**config.mk**
```make
export PLATFORM = sky130hd
export DESIGN_NAME = number_entry
export DESIGN_NICKNAME = d
export VERILOG_FILES = /design/src/rtl/number_pkg.sv /design/src/rtl/key_decoder.sv /design/src/rtl/number_entry.sv
export SDC_FILE = /design/constraint.sdc
export NUM_CORES = 1
export LEC_CHECK = 0
export ABC_CLOCK_PERIOD_IN_PS = 2800
export CORE_MARGIN = 1.5
export CORE_UTILIZATION = 50
export CTS_BUF_LIST = sky130_fd_sc_hd__clkbuf_8
export CTS_CLUSTER_SIZE = 12
export DETAILED_ROUTE_END_ITERATION = 12
export HOLD_SLACK_MARGIN = 0.15
export PLACE_DENSITY = 0.83
export SETUP_SLACK_MARGIN = 0.5
export SLEW_MARGIN = 20
export SYNTH_ARGS = -nofsm -noshare
export SYNTH_HDL_FRONTEND = slang
export SYNTH_SLANG_ARGS = --single-unit
```
**constraint.sdc**
```tcl
create_clock -name clk -period 2.8 [get_ports clk]
set_clock_uncertainty 0.1 [all_clocks]
set_input_delay 0.28 -clock clk [delete_from_list [all_inputs] [get_ports clk]]
set_output_delay 0.28 -clock clk [all_outputs]
set_load 0.05 [all_outputs]
```
**src/rtl/number_pkg.sv**
```systemverilog
// number_pkg -- shared types and constants for the number_entry keypad block.
//   state_t   : entry FSM states (ARMED, HELD, COMMIT)
//   bcd_t     : one BCD digit, 4 bits
//   KEY_COUNT : number of decimal key lines (10)
package number_pkg;

   localparam int KEY_COUNT = 10;

   typedef logic [3:0] bcd_t;

   typedef enum logic [1:0] {
      ARMED  = 2'd0,   // waiting for a fresh key press
      HELD   = 2'd1,   // key seen, waiting for all keys released
      COMMIT = 2'd2    // entry presented on out_valid, waiting for out_ready
   } state_t;

endpackage

```
**src/rtl/key_decoder.sv**
```systemverilog
// key_decoder -- turns the one-hot key lines into {valid, bcd}.
//   inp   : level key lines, bit k = decimal key k held
//   valid : exactly one key line is set
//   bcd   : index of the set line (meaningful only when valid)
module key_decoder
   import number_pkg::*;
(
   input  logic [KEY_COUNT-1:0] inp,
   output logic                 valid,
   output bcd_t                 bcd
);

   logic [3:0] ones;

   always_comb begin
      ones = '0;
      bcd  = '0;
      for (int k = 0; k < KEY_COUNT; k++) begin
         if (inp[k]) begin
            ones = ones + 4'd1;
            bcd  = bcd_t'(k);
         end
      end
      // Zero or multi-hot input is never a key press.
      valid = (ones == 4'd1);
   end

endmodule

```
**src/rtl/number_entry.sv**
```systemverilog
// number_entry -- keypad number entry: collects BCD digits from one-hot key
// lines, supports clear/backspace, and hands the entry off via out_valid /
// out_ready.
//
// Ports
//   clk        : clock, all state changes on the rising edge
//   reset      : asynchronous, active-low reset
//   inp[9:0]   : level key lines, one-hot
//   clr        : clear entry (highest priority)
//   bksp       : delete most recent digit
//   commit     : present the current entry
//   out_ready  : consumer accepts the presented entry
//   digits     : packed BCD, newest digit in [3:0], unused digits zero
//   count      : number of stored digits
//   digit_stb  : one-cycle pulse after a digit is stored
//   full       : count == MAX_DIGITS
//   out_valid  : entry presented on digits/count
//   fsm_state  : current FSM state for observation
//
// Handshake: out_valid rises the cycle after commit is sampled and holds,
// with digits/count frozen, until a rising edge sees out_valid && out_ready;
// that edge clears the entry and drops out_valid.
//
// Optional feature: define NUMBER_ENTRY_DEBOUNCE_EN to require
// DEBOUNCE_CYCLES stable cycles before a press or a release is recognised.
module number_entry
   import number_pkg::*;
#(
   parameter int MAX_DIGITS      = 4,
   parameter int DEBOUNCE_CYCLES = 4
) (
   input  logic                             clk,
   input  logic                             reset,
   input  logic [KEY_COUNT-1:0]             inp,
   input  logic                             clr,
   input  logic                             bksp,
   input  logic                             commit,
   input  logic                             out_ready,
   output logic [4*MAX_DIGITS-1:0]          digits,
   output logic [$clog2(MAX_DIGITS+1)-1:0]  count,
   output logic                             digit_stb,
   output logic                             full,
   output logic                             out_valid,
   output state_t                           fsm_state
);

   localparam int CW = $clog2(MAX_DIGITS + 1);
   localparam logic [CW-1:0] MAX_CNT = CW'(MAX_DIGITS);

   if (MAX_DIGITS < 1 || MAX_DIGITS > 8) begin : g_bad_max_digits
      $error("number_entry: MAX_DIGITS must be in 1..8");
   end
   if (DEBOUNCE_CYCLES < 1) begin : g_bad_debounce
      $error("number_entry: DEBOUNCE_CYCLES must be at least 1");
   end

   state_t state;
   logic   key_valid;
   bcd_t   key_bcd;
   logic   any_key;
   logic   press;     // a recognised single-key press this cycle
   logic   released;  // all keys recognised as released this cycle
   logic [4*MAX_DIGITS-1:0] digits_shl;

   key_decoder u_dec (
      .inp   (inp),
      .valid (key_valid),
      .bcd   (key_bcd)
   );

   assign any_key   = (inp != '0);
   assign fsm_state = state;

   // Left shift with the new digit in the bottom nibble; written this way so
   // MAX_DIGITS=1 needs no degenerate part-select.
   always_comb begin
      digits_shl      = digits << 4;
      digits_shl[3:0] = key_bcd;
   end

`ifdef NUMBER_ENTRY_DEBOUNCE_EN
   localparam int DW = $clog2(DEBOUNCE_CYCLES + 1);
   localparam logic [DW-1:0] DB_MAX = DW'(DEBOUNCE_CYCLES);

   logic [DW-1:0]        db_cnt;
   logic [DW-1:0]        db_cnt_nx;
   logic [KEY_COUNT-1:0] db_last;
   logic                 same;

   // db_cnt counts consecutive identical samples of inp, saturating.
   assign same      = (inp == db_last);
   assign db_cnt_nx = !same ? DW'(1) : ((db_cnt == DB_MAX) ? db_cnt : db_cnt + DW'(1));
   // A press needs DEBOUNCE_CYCLES prior stable samples plus the current one,
   // giving a strobe DEBOUNCE_CYCLES+1 edges after the key first appears.
   assign press     = key_valid && same && (db_cnt == DB_MAX);
   assign released  = !any_key && (db_cnt_nx == DB_MAX);

   always_ff @(posedge clk or negedge reset) begin
      if (!reset) begin
         db_cnt  <= '0;
         db_last <= '0;
      end else begin
         db_cnt  <= db_cnt_nx;
         db_last <= inp;
      end
   end
`else
   assign press    = key_valid;
   assign released = !any_key;
`endif

   always_ff @(posedge clk or negedge reset) begin
      if (!reset) begin
         state     <= ARMED;
         digits    <= '0;
         count     <= '0;
         digit_stb <= 1'b0;
         full      <= 1'b0;
         out_valid <= 1'b0;
      end else begin
         digit_stb <= 1'b0;
         if (clr) begin
            digits    <= '0;
            count     <= '0;
            full      <= 1'b0;
            out_valid <= 1'b0;
            state     <= any_key ? HELD : ARMED;
         end else begin
            case (state)
               ARMED, HELD: begin
                  if (commit) begin
                     state     <= COMMIT;
                     out_valid <= 1'b1;
                  end else if (bksp) begin
                     if (count != '0) begin
                        digits <= digits >> 4;
                        count  <= count - CW'(1);
                        full   <= 1'b0;
                     end
                  end else if (state == ARMED) begin
                     if (press) begin
                        state <= HELD;
                        // Leading zero and overflow presses are swallowed.
                        if (!(key_bcd == 4'd0 && count == '0) && !full) begin
                           digits    <= digits_shl;
                           count     <= count + CW'(1);
                           full      <= (count == MAX_CNT - CW'(1));
                           digit_stb <= 1'b1;
                        end
                     end
                  end else if (released) begin
                     state <= ARMED;
                  end
               end
               COMMIT: begin
                  if (out_ready) begin
                     digits    <= '0;
                     count     <= '0;
                     full      <= 1'b0;
                     out_valid <= 1'b0;
                     state     <= any_key ? HELD : ARMED;
                  end
               end
               default: state <= ARMED;
            endcase
         end
      end
   end

endmodule

```
After elaboration in Yosys (flattened, before gate mapping)
Index checks and enable logic that the tools add are counted.
{"block": "totals", "wordCells": 110, "output_inout_bits": 24, "ff_bits": 24}
{"block": "op_classes", "reduce_logical": 14, "n_addsub": 11, "n_eq_ne": 14, "mux": 65}
{"cell": "$mux W16", "n": 8}
{"cell": "$mux W4", "n": 11}
{"cell": "$mux W3", "n": 12}
{"cell": "$add A4 B1 Y4 const B", "n": 8}
{"cell": "$pmux W16 S2", "n": 1}
{"cell": "$mux W1", "n": 20}
{"cell": "$ne A4 B4 Y1 const B", "n": 5}
{"cell": "$mux W2", "n": 9}
{"cell": "$ne A5 B5 Y1 const B", "n": 2}
{"cell": "$reduce_bool A10 Y1", "n": 1}
{"cell": "$ne A3 B3 Y1 const B", "n": 3}
{"cell": "$reduce_and A7 Y1", "n": 1}
{"cell": "$pmux W3 S2", "n": 1}
{"cell": "$reduce_bool A3 Y1", "n": 2}
{"cell": "$eq A4 B1 Y1 const B", "n": 1}
{"cell": "$logic_not A4 Y1", "n": 1}
{"cell": "$pmux W1 S2", "n": 2}
{"cell": "$pmux W2 S2", "n": 1}
{"cell": "$reduce_and A4 Y1", "n": 1}
{"cell": "$add A3 B1 Y3 const B", "n": 1}
{"cell": "$eq A3 B2 Y1 const B", "n": 1}
{"cell": "$logic_not A3 Y1", "n": 1}
{"cell": "$reduce_and A3 Y1", "n": 1}
{"cell": "$sub A3 B1 Y3 const B", "n": 1}
{"cell": "other kinds (7)", "n": 9}

Depth between registers and ports, before layout
Gate-level depths: netlist (run 1).
{"block": "logic_depth", "depth_word": 26, "depth_mapped": 33, "depth_no_buf": 32}

By module
From an unflattened synthesis (run 1), not the netlist that was laid out.
{"block": "hier_totals", "hier_cells": 226, "hier_area_um2": 2095.8}
{"mod": "number_entry", "instances": 1, "cells_each": 127, "area_each_um2": 1345.0, "seq_area_each_um2": 600.6}
{"mod": "key_decoder", "instances": 1, "cells_each": 99, "area_each_um2": 750.7, "seq_area_each_um2": 0.0}

Worst setup path before layout (run 1)
No wires, ideal clock.
{"block": "synth_path", "kind": "input port to flip-flop", "start": "input inp[0]", "end": "register digits[10]", "stages": 32, "setup_slack_ps": -2603, "t_required_ps": 2575, "arrival_time_ps": 5178, "cell_sequence": "inv_1 ha_1 xor2_1 ha_1 nor2b_1 a31oi_1 ha_1 nand2_1 nand2_1 ha_1 nor2_1 a21o_1 inv_1 ha_1 nand2_1 nand2_1 ha_1 nand2_1 o221a_2 inv_1 ha_1 nand2_1 o21ai_0 ha_1 nand2_1 mux2i_1 nand3_1 a41oi_2 o211ai_4 a21oi_4 buf_6 mux2_4"}
{"block": "synth_via", "elab_chain_cells": 22}
{"element": "start: declaration", "line": "number_entry.sv:34", "rtl": "input logic [KEY_COUNT-1:0] inp,"}
{"element": "$mux W1 (*)", "line": "key_decoder.sv:19", "rtl": "if (inp[k]) begin"}
{"element": "$add A1 B1 Y2", "line": "key_decoder.sv:20", "rtl": "ones = ones + 4'd1;"}
{"element": "$mux W4 (*)", "line": "key_decoder.sv:19"}
{"element": "$add A4 B1 Y4", "line": "key_decoder.sv:20"}
{"element": "$mux W4 (*)", "line": "key_decoder.sv:19"}
{"element": "$add A4 B1 Y4", "line": "key_decoder.sv:20"}
{"element": "$mux W4 (*)", "line": "key_decoder.sv:19"}
{"element": "$add A4 B1 Y4", "line": "key_decoder.sv:20"}
{"element": "(+6 left out)"}
{"element": "$mux W4 (*)", "line": "key_decoder.sv:19"}
{"element": "$add A4 B1 Y4", "line": "key_decoder.sv:20"}
{"element": "$mux W4 (*)", "line": "key_decoder.sv:19"}
{"element": "$add A4 B1 Y4", "line": "key_decoder.sv:20"}
{"element": "$mux W4 (*)", "line": "key_decoder.sv:19"}
{"element": "$eq A4 B1 Y1 (*)", "line": "key_decoder.sv:25", "rtl": "valid = (ones == 4'd1);"}
{"element": "$ne A4 B4 Y1 (no source line) (*)"}
{"element": "$reduce_and A7 Y1 (no source line) (*)"}
{"element": "end signal: assignment", "line": "number_entry.sv:136", "rtl": "digits <= digits >> 4;"}
{"element": "end signal: assignment", "line": "number_entry.sv:145", "rtl": "digits <= digits_shl;"}
{"element": "end: declaration", "line": "number_entry.sv:39", "rtl": "output logic [4*MAX_DIGITS-1:0] digits,"}
Mark *: on every way between the ends. The rest lies on a longest branch, timed or not.
A chain may end at the register's enable or synchronous reset.

Worst setup path after layout (run 1)
{"block": "layout_path", "start": "input inp[0]", "end": "register digits[3]"}
The elaborated chain is that of the path after synthesis.

==> summary.md, run 1 <==
| Metric | Value |
|---|---|
| Ant diodes | 0 |
| Crit path to | digits[3] |
| Final Hold Viols | 0 |
| Grt met2 use | 45.90% |
| R2R setup slack | 230 ps |
| Clock sinks | 24 |
| Synth top area cells | dfrtp_1 (26%), mux2_4 (9.2%), ha_1 (4.9%), nor2_1 (4.4%), mux2i_1 (4.4%) |
| Synth top area share | a little over a quarter |
| GR Util met1 | 35.70% |
| Fmax | ~0.19 GHz |
| Yosys cell types | just under 60 |
| Root Driver | clkbuf_8 |
| Detail-routed via count per cell | 5.703 |
| Gr busiest metal | met2 |
| Worst setup path startpoint | inp[0] |
| Clk buf depth | 2 |
| M3 GR Usage | 3.276% |
| Detailed placement HPWL | roughly 4.3 mm |
| Crit Path Max Fanout | 5 |
| Post-placement cell count | between 300 and 400 |
| Critical path depth | 35 |
| Number of global-route vias before repair | 2,370 |
| CP Class | in -> reg |
| Most common library cell in the layout ignoring fill and taps | buf_4 |
| Clock latency on the worst-skew pair | 280 ps |
| Seq/Total Area, Yosys | 26.16% |
| Pre-CTS setup slack | -3345 ps |
| Fin cells | ~400 |
| Yosys reg bits | 24 |
| Period minus WS final | approximately 5200 ps |
| Synth Area per Inst | slightly above 9 um2 |
| GRT Total Usage | 27.07% |
| Async set-reset flop share out of synthesis | 100.0% |
| Worst path arrival time | 5240 ps |
| Number of max-cap violations | 0 |
| Buffers & Inverters on Critical Path | 6 |
| Max-slew violation count | 0 |
| R2r endpoint | digits[3] |
| Initial antenna violation count | 0 |
| Final core occ | 80.74% |
| Cell mode on critical path | ha_4 |
| Largest net degree at the start of global routing | 25 |
| Die Ht | 70.77 um |
| DRT Wirelength | 6.905 mm |
| Hold/Removal Path Class | in -> async |
| Pre-antenna DRT Iters | 4 |
| Fin worst setup slack | -2380 ps |
| Yosys top cell by area | dfrtp_1 |
| Pleak | 1.633 nW |
| Worst path required time | about 2900 ps |
| Number of synthesized flops with an enable pin | 0 |
| Status | finished with violations |
| Slew headroom | 61.65% |
| Slowest CP cell | ha_1 |
| Synth Instances | 249 |
| CP top delay family | adder cells |
| First-pass GRT wire length | 10.96 mm |
| Post-route cell area | 3540 um2 |
| Setup violations, final | 22 |
| Pwr dens | 673.3 nW/um2 |
| Routed WL per cell | 17.22 um |
| Worst hold slack | 247.7 ps |
| Setup TNS | -50,010 ps |
| Vias post-DR | 2,287 |
| Slowest stage delay, CP | between 300 and 400 ps |
| Layout cells sized above 1 | 37.82% |
| Final worst-path cycle share | 185.0% |
| Failing checks | setup timing |
| Ports | 40 |
| # port buffers | 39 |
| Reg clk slew, reported paths | 100 ps |
| Startpoint types | primary input |
| CTS H-tree depth | 1 |
| Antenna viol nets, final | 0 |
| Die area | 5008 um2 |
| R2R depth | 9 |
| CTS tree | yes |
| Worst r2r src | count[0] |
| Core area | ~4400 um2 |
| RSZ-0062 raised after global routing | yes |
| Peak VDD IR | 485.5 uV |
| # rows | 24 |
| Die W | about 71 um |
| Layout fillers | roughly 260 |
| Synth-to-Final Area Change | 54.17% |
| Placed cell areas | about 3100 um2 |
| Yosys warns | 0 |
| CTS buffer count | 3 |
| Mapped Area | 2296 um2 |
| Starting Density | 52.37% |
| Final Wtd Congestion | ~0.83 |
| Main synth FF type | dfrtp_1 |
| DRT iter0 DRCs | between 150 and 200 |
| DR DRC count | 0 |
| Worst-margin pin slew | 567.8 ps |
| Syn Nets | 275 |
| Nature of the critical path endpoint | flop |
| Leading cell types in the layout, fill and taps excluded | buf_4 (60), clkdlybuf4s50_1 (36), nor2_1 (26), dfrtp_1 (24), nand2_1 (18) |
| Global route overflow | 0 |
| NumNets Final | about 380 |
| Tot Pwr | around 2.4 mW |
==> where the power goes <==
| part | switching (mW) | internal, mW | total (mW) |
|---|---|---|---|
| registers | 0.0596 | 0.388 | 0.448 |
| logic | 0.781 | 0.835 | 1.62 |
| clock network | 0.128 | 0.191 | 0.320 |
| total | 0.969 | 1.41 | 2.38 |
==> metal layers <==
metal,share of wire [%],routed length [um]
met4,1.8,123
met1,43,2996
met5,0,0
met2,51,3522
met3,3.8,262
==> registers in the layout, indices dropped and copies added, names as in the netlist <==
name and count:
fsm_state 2, full 1, out_valid 1, digits 16, count 3, digit_stb 1
==> kinds of logic (layout without fill, tap and decap cells) <==
family	count (synthesis)	in the layout	share of synthesized area, %
compound gates	43	43	15.10
xor+xnor	18	18	11.39
fa+ha+maj	10	10	5.777
buf+inv	35	135	7.684
flops	24	24	26.16
mux	26	26	15.15
simple gates	93	93	18.75
==> Yosys cell counts (all sizes together) (2+ instances only) <==
master,count
xnor2,8
nand2b,3
nor2,27
ha,9
a221oi,2
xor3,2
a31oi,2
a21oi,9
nor3,11
a22oi,2
dfrtp,24
clkbuf,4
xnor3,4
nor4,2
o22ai,5
xor2,4
inv,20
a211o,2
and2,2
mux2,15
nand3,10
a21o,2
mux2i,10
o21ai,7
nor3b,2
buf,11
nor2b,7
nand4,2
nand2,25
o211ai,2
==> worst min path at each step <==
stage | depth (start not counted) | endpoint | slack [ps]
after global placement | 1 | digits[3] | 420
after CTS | 2 | fsm_state[1] | 270
final | 2 | fsm_state[1] | 250
after floorplan | 0 | count[0] | -120
after detailed placement | 1 | digits[2] | 450
after global routing | 2 | fsm_state[1] | 290
==> final cells by class <==
class / count / area [um2] / share of cell area [%]
Clock inverter: 1 / 30.03 / 0.8484
Tap cell: 52 / 65.06 / 1.838
Multi-Input combinational cell: 190 / 1675 / 47.33
Inverter: 20 / 95.09 / 2.686
Timing Repair Buffer: 111 / 1032 / 29.16
Clock buffer: 3 / 41.29 / 1.166
Sequential cell: 24 / 600.6 / 16.97
==> timing repair <==
action	CTS	global route
resized for setup	41	11
endpoints found under the setup margin	22	22
pin swaps	21	15
gates cloned	2	0
hold buffers	0	0
buffers inserted	14	2
(Power assumes the default switching activity.)
==> inputs of run 2 (changes only) <==
--- a/config.mk
+++ b/config.mk
@@ -6,5 +6,4 @@
 export NUM_CORES = 1
 export LEC_CHECK = 0
-export ABC_CLOCK_PERIOD_IN_PS = 2800
 export CORE_MARGIN = 1.5
 export CORE_UTILIZATION = 50
@@ -14,4 +13,5 @@
 export HOLD_SLACK_MARGIN = 0.15
 export PLACE_DENSITY = 0.83
+export REMOVE_ABC_BUFFERS = 1
 export SETUP_SLACK_MARGIN = 0.5
 export SLEW_MARGIN = 20
==> constraint.sdc (replaced) <==
create_clock -name clk -period 2.8 [get_ports clk]
set_clock_uncertainty 0.1 [all_clocks]
set_input_delay 0.28 -clock clk [delete_from_list [all_inputs] [get_ports clk]]
set_output_delay 0.28 -clock clk [all_outputs]
set_load 0.005 [all_outputs]
==> run 2 against run 1 <==
Net effect:
- the run still ends with setup timing left
- total power decreased by 5.2%
- routed wire length up 24%
- utilization grew 1.2 points
- first-iteration DRC count rose by 97%
- largest cell class unchanged
- largest power group unchanged
==> summary.md, run 2 (synthesis gave the netlist of run 1 again) <==
| Metric | Value |
|---|---|
| Peak VDD IR | 441.3 uV (-9.1%) |
| Pleak | 1.642 nW (+0.54%) |
| Fin worst setup slack | -2584 ps (-203.8 ps) |
| Biggest register | digits |
| Final worst-path cycle share | 192.3% (+7.3 points) |
| # rows | 24 (unchanged) |
| Clock sinks | 24 (unchanged) |
| Slowest stage delay, CP | 310 ps (about the same) |
| Cell mode on critical path | ha_4 |
| Global route overflow | 0 (unchanged) |
| Worst-margin pin slew | 652.8 ps (+85.05 ps) |
| Synth-to-Final Area Change | 56.40% |
| Leading cell types in the layout, fill and taps excluded | buf_4 (63), clkdlybuf4s50_1 (36), nor2_1 (25), dfrtp_1 (24), nand2_1 (17) |
| Status | finished with violations |
| Starting Density | 52.37% (unchanged) |
| Pwr dens | 629.3 nW/um2 (-6.5%) |
| # port buffers | 39 (unchanged) |
| Pre-antenna DRT Iters | 5 (+1) |
| Vias post-DR | 2,490 (+8.9%) |
| Most common library cell in the layout ignoring fill and taps | buf_4 |
| Hold/Removal Path Class | in -> async |
| CTS tree | yes |
| Nature of the critical path endpoint | flop |
| Worst hold slack | 243.8 ps (-3.878 ps) |
| Reg clk slew, reported paths | 100 ps (about the same) |
| Max-slew violation count | 0 (unchanged) |
| Antenna viol nets, final | 0 (unchanged) |
| Core area | 4384 um2 (unchanged) |
| Root Driver | clkbuf_8 |
| Worst path required time | 2860 ps (about the same) |
| Switching power summed over all nets | 882.2 uW (-8.9%) |
| Die W | 70.77 um (unchanged) |
| Setup violations, final | 22 (unchanged) |
| Final core occ | 81.91% (+1.2 points) |
| Detail-routed via count per cell | 6.225 (+9.1%) |
| Ant diodes | 0 (unchanged) |
| Fmax | 0.1857 GHz (-3.8%) |
| Number of global-route vias before repair | 2,315 (-2.3%) |
| Slowest CP cell | a41oi_2 |
| Combinational Power Share | 65.8% (-2.0 points) |
| NumNets Final | 375 (-0.27%) |
| Clock power frac | 13.8% (+0.4 points) |
| Clk buf depth | 2 (unchanged) |
| Worst path arrival time | 5440 ps (+200 ps) |
| Period minus WS final | 5384 ps (+203.8 ps) |
| CP Class | in -> reg |
| Part of the power in registers | 20.4% (+1.6 points) |
| GRT Total Usage | 29.34% (+2.3 points) |
| Largest net degree at the start of global routing | 25 (unchanged) |
| Routed WL per cell | 21.38 um (+24%) |
| Failing checks | setup timing |
| CTS buffer count | 3 (unchanged) |
| CTS H-tree depth | 1 (unchanged) |
| Clock latency on the worst-skew pair | 280 ps (about the same) |
| Layout cells sized above 1 | 39.94% (+2.1 points) |
| Final Hold Viols | 0 (unchanged) |
| Hold Buf Count CTS | 0 (unchanged) |
| Tot Pwr | 2.260 mW (-5.2%) |
| Initial antenna violation count | 0 (unchanged) |
| Internal power | 1.378 mW (-2.6%) |
| Ports | 40 (unchanged) |
| Sw Ratio | 39.04% (-1.6 points) |
| DRT Wirelength | 8.553 mm (+24%) |
| DR DRC count | 0 (unchanged) |
| Slew headroom | 56.14% (-5.5 points) |
| Die Ht | 70.77 um (unchanged) |
| Number of max-cap violations | 0 (unchanged) |
| Startpoint types | primary input |
| RSZ-0062 raised after global routing | yes |
| DRT iter0 DRCs | 380 (+97%) |
| Crit Path Max Fanout | 5 (unchanged) |
| Die area | 5008 um2 (unchanged) |
| Detailed placement HPWL | 4.232 mm (-0.81%) |
| First-pass GRT wire length | 11.67 mm (+6.4%) |
| Final Wtd Congestion | 0.8862 (+6.9%) |
| Max reg flops | 16 (unchanged) |
==> run 2: worst max-delay path: cells and delay by family <==
kind / cells / cell delay (ps)
AOI/OAI and AO/OA: 7 / 1320
buffers and inverters: 10 / 1050
and+or+nand+nor: 7 / 550
adders and majority gates: 7 / 1610
xor gates and xnor gates: 1 / 180
muxes: 2 / 420
==> run 2: stage by stage <==
stage               TNS (ps)  cells  area, um2  setup slack [ps]
detailed placement    -72380    376       3045             -3372
finish                -54150    400       3591             -2584
global route          -57120    400       3591             -2712
CTS                   -50370    398       3440             -2438
floorplan             -59890    234       2195             -2844
global placement      -66970    376       3045             -3126
==> run 2: worst paths after layout <==
kind / start / to / slack, ps / depth (start not counted)
max reg2reg: count[0] / digits[0] / -20 / 10
min reg2reg: digits[2] / digits[2] / 450 / 1
min: reset / digits[15] / 240 / 2
max: inp[0] / digits[0] / -2580 / 34
min in group clk: digits[2] / digits[2] / 450 / 1
max in group asynchronous: reset / digits[12] / 2100 / 2
==> run 2: routing by layer <==
layer	vias to the layer above	global-route usage [%]	part of all wire, %
met4	0	8.595	5.4
met3	45	4.416	7.2
li1	1070	-	-
met1	1192	39.47	39
met5	-	0	0
met2	183	49.22	48
==> run 2: final cells by class <==
type                    count  area [um2]
clock buffers               3       41.29
clock inverters             1       30.03
fillers                   231       793.3
inverters                  20       85.08
multi-input cells         190        1760
flip-flops and latches     24       600.6
well taps                  52       65.06
repair buffers            110        1008
==> run 2: what timing repair did <==
action / 4_1_cts / 5_1_grt
setup endpoints to repair: 22 / 22
buffers inserted: 16 / 2
gates resized for setup: 43 / 27
pin swaps: 20 / 17
endpoints found under the hold margin: 0 / 0
cloned: 2 / 0
==> run 2: power by group through the flow <==
stage,clock [mW],combinational [mW],sequential [mW]
global route,0.321,1.57,0.464
finish,0.312,1.49,0.461
global placement,0,1.00,0.450
detailed placement,0,1.04,0.455
CTS,0.313,1.26,0.449
floorplan,0,0.615,0.444
